--- src/rtl/fft_stage_controller.sv ---
// rtl/fft_stage_controller.sv - in-place radix-2 DIT FFT stage sequencer and address generator
module fft_stage_controller #(
  parameter int LOG2N      = 4,
  parameter int RD_LATENCY = 1,
  parameter int BF_LATENCY = 9,
  localparam int L         = RD_LATENCY + BF_LATENCY,
  localparam int SW        = (LOG2N > 1) ? $clog2(LOG2N) : 1
) (
  input  logic             clk,
  input  logic             clr,
  input  logic             start,
  output logic             busy,
  output logic             done,
  output logic [SW-1:0]    stage,
  output logic             rd_en,
  output logic [LOG2N-1:0] rd_addr_a,
  output logic [LOG2N-1:0] rd_addr_b,
  output logic [LOG2N-2:0] tw_addr,
  output logic             wr_en,
  output logic [LOG2N-1:0] wr_addr_a,
  output logic [LOG2N-1:0] wr_addr_b
);

  localparam int KW = LOG2N - 1;
  localparam int CW = (L > 1) ? $clog2(L) : 1;
  localparam logic [SW-1:0] S_LAST   = SW'(LOG2N - 1);
  localparam logic [KW-1:0] K_LAST   = '1;
  localparam logic [CW-1:0] CNT_INIT = CW'(L - 1);

  typedef enum logic [1:0] {IDLE, ISSUE, DRAIN, FIN} state_e;

  state_e           state_q, state_d;
  logic [SW-1:0]    s_q, s_d;
  logic [KW-1:0]    k_q, k_d;
  logic [CW-1:0]    cnt_q, cnt_d;

  logic             busy_q, done_q, rd_en_q;
  logic [SW-1:0]    stage_q;
  logic [LOG2N-1:0] rd_a_q, rd_b_q;
  logic [LOG2N-2:0] tw_q;

  // write-back delay line: valid bits plus the two destination addresses
  logic [L-1:0]     pv_q;
  logic [LOG2N-1:0] pa_q [L];
  logic [LOG2N-1:0] pb_q [L];

  logic [LOG2N-1:0] span, mask, k_ext, pos, addr_a, addr_b;
  logic [LOG2N-2:0] tw_next;
  logic [SW-1:0]    tw_shift;
  logic             issue_next, busy_next;

  // state and loop counters
  always_ff @(posedge clk) begin
    if (clr) begin
      state_q <= IDLE;
      s_q     <= '0;
      k_q     <= '0;
      cnt_q   <= '0;
    end else begin
      state_q <= state_d;
      s_q     <= s_d;
      k_q     <= k_d;
      cnt_q   <= cnt_d;
    end
  end

  // next-state: issue N/2 butterflies, drain L cycles, repeat per stage, then FIN
  always_comb begin
    state_d = state_q;
    s_d     = s_q;
    k_d     = k_q;
    cnt_d   = cnt_q;
    case (state_q)
      IDLE: begin
        if (start) begin
          state_d = ISSUE;
          s_d     = '0;
          k_d     = '0;
        end
      end
      ISSUE: begin
        if (k_q == K_LAST) begin
          state_d = DRAIN;
          cnt_d   = CNT_INIT;
        end else begin
          k_d = k_q + 1'b1;
        end
      end
      DRAIN: begin
        if (cnt_q == '0) begin
          if (s_q == S_LAST) begin
            state_d = FIN;
          end else begin
            state_d = ISSUE;
            s_d     = s_q + 1'b1;
            k_d     = '0;
          end
        end else begin
          cnt_d = cnt_q - 1'b1;
        end
      end
      FIN:     state_d = IDLE;
      default: state_d = IDLE;
    endcase
  end

  // butterfly addresses for the upcoming (k_d, s_d): insert a zero bit at position s
  always_comb begin
    span       = {{(LOG2N-1){1'b0}}, 1'b1} << s_d;
    mask       = span - 1'b1;
    k_ext      = {1'b0, k_d};
    pos        = k_ext & mask;
    addr_a     = ((k_ext & ~mask) << 1) | pos;
    addr_b     = addr_a | span;
    tw_shift   = S_LAST - s_d;
    tw_next    = pos[LOG2N-2:0] << tw_shift;
    issue_next = (state_d == ISSUE);
    busy_next  = (state_d == ISSUE) || (state_d == DRAIN);
  end

  // registered outputs and write-back delay line
  always_ff @(posedge clk) begin
    if (clr) begin
      busy_q  <= 1'b0;
      done_q  <= 1'b0;
      stage_q <= '0;
      rd_en_q <= 1'b0;
      rd_a_q  <= '0;
      rd_b_q  <= '0;
      tw_q    <= '0;
      pv_q    <= '0;
      for (int i = 0; i < L; i++) begin
        pa_q[i] <= '0;
        pb_q[i] <= '0;
      end
    end else begin
      busy_q  <= busy_next;
      done_q  <= (state_d == FIN);
      stage_q <= busy_next ? s_d : '0;
      rd_en_q <= issue_next;
      rd_a_q  <= issue_next ? addr_a : '0;
      rd_b_q  <= issue_next ? addr_b : '0;
      tw_q    <= issue_next ? tw_next : '0;
      pv_q    <= {pv_q[L-2:0], rd_en_q};
      pa_q[0] <= rd_a_q;
      pb_q[0] <= rd_b_q;
      for (int i = 1; i < L; i++) begin
        pa_q[i] <= pa_q[i-1];
        pb_q[i] <= pb_q[i-1];
      end
    end
  end

  assign busy      = busy_q;
  assign done      = done_q;
  assign stage     = stage_q;
  assign rd_en     = rd_en_q;
  assign rd_addr_a = rd_a_q;
  assign rd_addr_b = rd_b_q;
  assign tw_addr   = tw_q;
  assign wr_en     = pv_q[L-1];
  assign wr_addr_a = pa_q[L-1];
  assign wr_addr_b = pb_q[L-1];

endmodule

--- config.mk ---
export PLATFORM = sky130hd
export DESIGN_NAME = fft_stage_controller
export DESIGN_NICKNAME = d
export VERILOG_FILES = /design/src/rtl/fft_stage_controller.sv
export SDC_FILE = /design/constraint.sdc
export NUM_CORES = 1
export LEC_CHECK = 0
export CAP_MARGIN = 10
export CORE_MARGIN = 5
export CORE_UTILIZATION = 50
export CTS_CLUSTER_DIAMETER = 100
export DETAILED_ROUTE_END_ITERATION = 10
export PLACE_DENSITY = 0.67
export SKIP_CTS_REPAIR_TIMING = 1
export SLEW_MARGIN = 20
export SYNTH_ARGS = -nofsm -noshare
export SYNTH_HDL_FRONTEND = slang
export SYNTH_SLANG_ARGS = --single-unit
--- constraint.sdc ---
create_clock -name clk -period 3.5 [get_ports clk]
set_input_delay 0.7 -clock clk [delete_from_list [all_inputs] [get_ports clk]]
set_output_delay 0.7 -clock clk [all_outputs]
set_load 0.005 [all_outputs]
; ---- Yosys cells after proc, flatten, opt, wreduce, memory -nomap -nowiden
; Memories as Yosys holds them, arrays and structs flattened.
; Index checks and enable logic that the tools add are counted.
[totals]
mem_count = 2
ram_bits = 80
register_bits = 37
output_inout_bits = 25
[op_classes]
n_reduce_logical = 7
addsub = 5
n_eq_ne = 10
bitwise_logic = 27
n_shift = 2
n_mux = 40
[memory_table]
columns = name, words, word_bits, rd, rd_ports_with_merged_regs, wr, line
row1 = pa_q, 10, 4, 10, 0, 10, 44  ; logic [LOG2N-1:0] pa_q [L];
row2 = pb_q, 10, 4, 10, 0, 10, 45  ; logic [LOG2N-1:0] pb_q [L];
[ops]
columns = cell, count
row1 = $mux W4, 22
row2 = $or A1 B1 Y1, 20
row3 = $mux W2, 7
row4 = $mux W3, 4
row5 = $eq A2 B2 Y1 const B, 5
row6 = $pmux W3 S3, 1
row7 = $or A4 B4 Y4, 2
row8 = $pmux W2 S4, 1
row9 = $pmux W4 S2, 1
row10 = $sub A4 B1 Y4 const B, 2
row11 = $and A3 B4 Y4, 1
row12 = $eq A2 B1 Y1 const B, 2
row13 = $logic_not A4 Y1, 1
row14 = $ne A2 B2 Y1 const B, 2
row15 = $pmux W2 S2, 1
row16 = $reduce_or A2 Y1, 2
row17 = $shl A1 B2 Y4 const A, 1
row18 = $add A3 B1 Y3 const B, 1
row19 = $and A3 B3 Y3, 1
row20 = $eq A3 B3 Y1 const B, 1
row21 = $mux W1, 3
row22 = $not A3 Y3, 1
row23 = $reduce_and A3 Y1, 1
row24 = $shl A3 B2 Y3, 1
row25 = 6 further kinds, 7

; ---- Logic depth before layout (Yosys ltp)
[logic_depth]
word_depth = 10
depth_mapped = 12
mapped_depth_nobuf = 11

; ---- Worst setup path after synthesis
; No wires, ideal clock.
[synth_timing]
path_type = register to register
from = reg cnt_q[0]
to = reg tw_q[1], in the netlist tw_addr[1]
setup_time_ns = 0.114
path_stages_with_launch = 11
t_arrival_ns = 1.933
n_path_buf = 1
setup_slack_ns = 1.453
path_cell_list = dfxtp_1 > inv_1 > ha_1 > or3b_2 > a21oi_1 > nor2_1 > nor2_1 > ha_1 > nand2b_1 > clkbuf_1 > a2111oi_0
[synth_between]
word_cells_on_any_way = 15
cone_classes = 2 x add/sub / 1 x eq/ne / 2 x shift / 6 x mux / 2 x bitwise / 2 x reduce/logical
[synth_rtl]
columns = item, line
row1 = start: declaration, 35  ; logic [CW-1:0] cnt_q, cnt_d;
row2 = start signal: assignment, 63  ; cnt_q <= cnt_d;
row3 = $logic_not A4 Y1, 90  ; if (cnt_q == '0) begin
row4 = $mux W2, 90
row5 = $pmux W2 S4, 73  ; case (state_q)
row6 = $eq A2 B1 Y1, 117  ; issue_next = (state_d == ISSUE);
row7 = via issue_next, 50  ; logic issue_next, busy_next;
row8 = $not A1 Y1 (no line), --
row9 = $reduce_or A2 Y1 (no line), --
row10 = end signal: assignment, 143  ; tw_q <= issue_next ? tw_next : '0;
row11 = end: declaration, 40  ; logic [LOG2N-2:0] tw_q;
; The timed path passes the listed nets, and every way through them passes these cells.
; A chain may end at the register's enable or synchronous reset.

; ---- Worst setup path after layout
; Same ends and word-level chain as after synthesis.

==> impl_metrics.json <==
{
  "synth_fp_nets": 333,
  "setup_viol": 0,
  "setup_tns_ns": 0,
  "crit_fanout": 9,
  "grtUsageTotal_pct": 13.2,
  "cts.sinks": 117,
  "dpl.hpwl_mm": 2.98,
  "max_slew_margin_pct": 56.8,
  "hold_class": "flip-flop to flip-flop",
  "worstMarginPinSlew_ns": 0.646,
  "fin_crit_ns": 2.27,
  "drtIter0Drc": 61,
  "seq_power_share_pct": 43.5,
  "root_buffer": "clkbuf_8",
  "final_core_util_pct": 62.7,
  "ys_top_cells_by_area": "dfxtp_1 65%, nor2b_1 17%, nor2_1 2.2%, ha_1 1.7%, buf_4 1.7%",
  "grt_util_met2_pct": 19.0,
  "synth_top_area_share_pct": 65.0,
  "synth_seq_cells": 117,
  "grt_pass1_vias": 1996,
  "place_ws_ns": 0.951,
  "start_util_pct": 50.5,
  "outcome": "finished clean",
  "synthCells": 325,
  "ys.flop_type": "dfxtp_1",
  "finClkSkew_ns": 0.00384,
  "antenna_found_initial": 0,
  "drt-pass1-iter-count": 4,
  "die_area_um2": 9010,
  "cp-start-kind": "flip-flop",
  "p_int_w": 0.00246,
  "grt_pass1_wl_mm": 8.84,
  "ir_worst_vdd_uv": 424,
  "placementRows": 31,
  "cts.path.max_buffers": 2,
  "critPathKind": "flip-flop to flip-flop",
  "grt_max_degree": 58,
  "cp_cell_sequence": "inv_1 > ha_1 > or3b_2 > a21oi_1 > nor2_1 > nor2_1 > ha_1 > nand2b_1 > a2111oi_0",
  "grtUsageMet3_pct": 7.57,
  "use_met1_pct": 15.3,
  "rsz0062_at_grt": "false",
  "yosys_warnings": 0,
  "fmax_mhz": 440,
  "cp.arrival_ns": 2.66,
  "area_growth_pct": 24.1,
  "synth.avg_cell_area_um2": 11.1,
  "fin_ws_ns": 1.23,
  "wl_mm": 5.27,
  "p_switching_w": 0.000651,
  "drive_gt1_share_pct": 11.1,
  "crit_start": "cnt_q[0]$_SDFFE_PP0P_",
  "chipHeight_um": 94.9,
  "vias": 2108,
  "io_pins": 28,
  "min-delay-start": "pb_q[0][14]$_SDFF_PP0_",
  "slowest_delay_ns": 0.50,
  "cts-buffers-inserted": 17,
  "timing.final.crit_share_pct": 65.0,
  "synth_top_cell_by_area": "dfxtp_1",
  "antenna_left": 0,
  "critPathCaptureType": "flip-flop",
  "ys_seq_area_share_pct": 65.0,
  "p_leak_nw": 1.75,
  "clk_pin_slew_worst_paths_ns": 0.06,
  "fillers": 599,
  "switching_share_pct": 21.0,
  "antenna_cells": 0,
  "ys_top_cells_by_count": "117 x dfxtp_1, 96 x nor2b_1, 21 x nor2_1",
  "pwr_density_cell_nw_per_um2": 694,
  "via_per_inst": 4.58,
  "async_flop_share_pct": 0,
  "place.gp.congestion": 0.876,
  "maxCapViolations": 0,
  "dieWidth_um": 94.9,
  "clock_latency_ns": 0.50,
  "synthDistinctLibCells": 37,
  "drcViolationCount": 0,
  "cts_tree": "done",
  "r2r_start": "cnt_q[0]$_SDFFE_PP0P_",
  "htreeDepth": 4,
  "synthMostInstantiatedCell": "dfxtp_1",
  "power_frac_comb_pct": 2.2,
  "crit_required_ns": 3.88,
  "synth-edff-count": 0,
  "slew_violations": 0,
  "portBuffers": 27,
  "top_usage_layer": "met2",
  "num-nets-final": 356,
  "core_area_um2": 7140,
  "syn_area_um2": 3610,
  "cp_slowest_cell": "or3b_2",
  "gr-total-overflow": 0,
  "finalHoldViolations": 0,
  "clkPwrFrac_pct": 54.3,
  "wl_per_cell_um": 11.5
}
==> routing by layer <==
metal  share of wire, %  up-vias
met2                 45       63
met4                1.3        0
li1                   -     1075
met5                  0        -
met3                6.7        6
met1                 47      964
==> power by group through the flow <==
stage,clock network [W],registers (W),logic (W)
floorplan,0,0.00138,0.0000454
global placement,0,0.00138,0.0000658
detailed placement,0,0.00138,0.0000671
CTS,0.00173,0.00135,0.0000684
global route,0.00179,0.00135,0.0000760
finish,0.00169,0.00135,0.0000680
==> final timing paths <==
path / end / slack (ns) / depth (start not counted)
worst min-delay path: pb_q[0][18]$_SDFF_PP0_ / 0.43 / 1
worst max register to register: tw_addr[1]$_SDFF_PP0_ / 1.23 / 9
worst min register to register: pb_q[0][18]$_SDFF_PP0_ / 0.43 / 1
worst max-delay path: tw_addr[1]$_SDFF_PP0_ / 1.23 / 9
==> worst max-delay path, delay by kind of cell, from the launching register on <==
kind	cells	cell delay (ns)
and+or+nand+nor	4	0.94
AOI/OAI and AO/OA	2	0.45
adders and majority gates	2	0.35
DFF	1	0.33
buffers and inverters	1	0.08
==> state kept, by name, indices dropped and copies added (netlist names) <==
register,cells
rd_en,1
rd_addr_a,4
k_q,3
state_q,2
s_q,2
busy,1
done,1
pa_q,40
rd_addr_b,4
cnt_q,4
pv_q,10
pb_q,40
tw_addr,3
stage,2
==> per-stage QoR <==
step | cell area [um^2] | total power (W) | hold slack, ns | cells
2_1_floorplan | 3610 | 0.00142 | 0.414 | 325
3_3_place_gp | 3880 | 0.00145 | 0.416 | 428
3_5_place_dp | 3880 | 0.00145 | 0.422 | 428
4_1_cts | 4480 | 0.00315 | 0.435 | 460
5_1_grt | 4480 | 0.00321 | 0.445 | 460
6_report | 4480 | 0.00311 | 0.432 | 460
==> placed cells by master (no fill, tap or decap), types with 2 or more instances in the layout <==
cell	Yosys	routed
a211oi_1	2	2
a21oi_1	7	7
a31oi_1	2	2
buf_4	8	2
bufinv_16	0	3
clkbuf_16	0	16
clkdlybuf4s50_1	0	26
clkinv_2	0	2
clkinv_4	0	5
clkinvlp_4	0	4
dfxtp_1	117	117
ha_1	5	5
inv_1	4	4
nand2_1	8	8
nand2b_1	5	5
nand3_1	2	2
nor2_1	21	21
nor2b_1	96	96
nor3_1	5	5
o21ai_0	4	4
or3_1	4	4
==> area by class of cell <==
type | count | area (um^2) | share of cell area (%)
clock buffer | 17 | 414 | 9.25
clock inverter | 15 | 183 | 4.08
inverter | 4 | 15.0 | 0.335
multi-input combinational | 180 | 1120 | 25.1
sequential | 117 | 2340 | 52.3
tap | 99 | 124 | 2.77
timing repair buffer | 28 | 275 | 6.15
==> kinds of logic after synthesis <==
kind of cell	synth area share, %
adder cells (fa/ha/maj)	1.73
flip-flops	65.0
AO/OA/AOI/OAI	5.14
buffers and inverters	3.89
AND/OR/NAND/NOR	23.8
XOR/XNOR	0.486
Power figures use the tool's default switching activity.
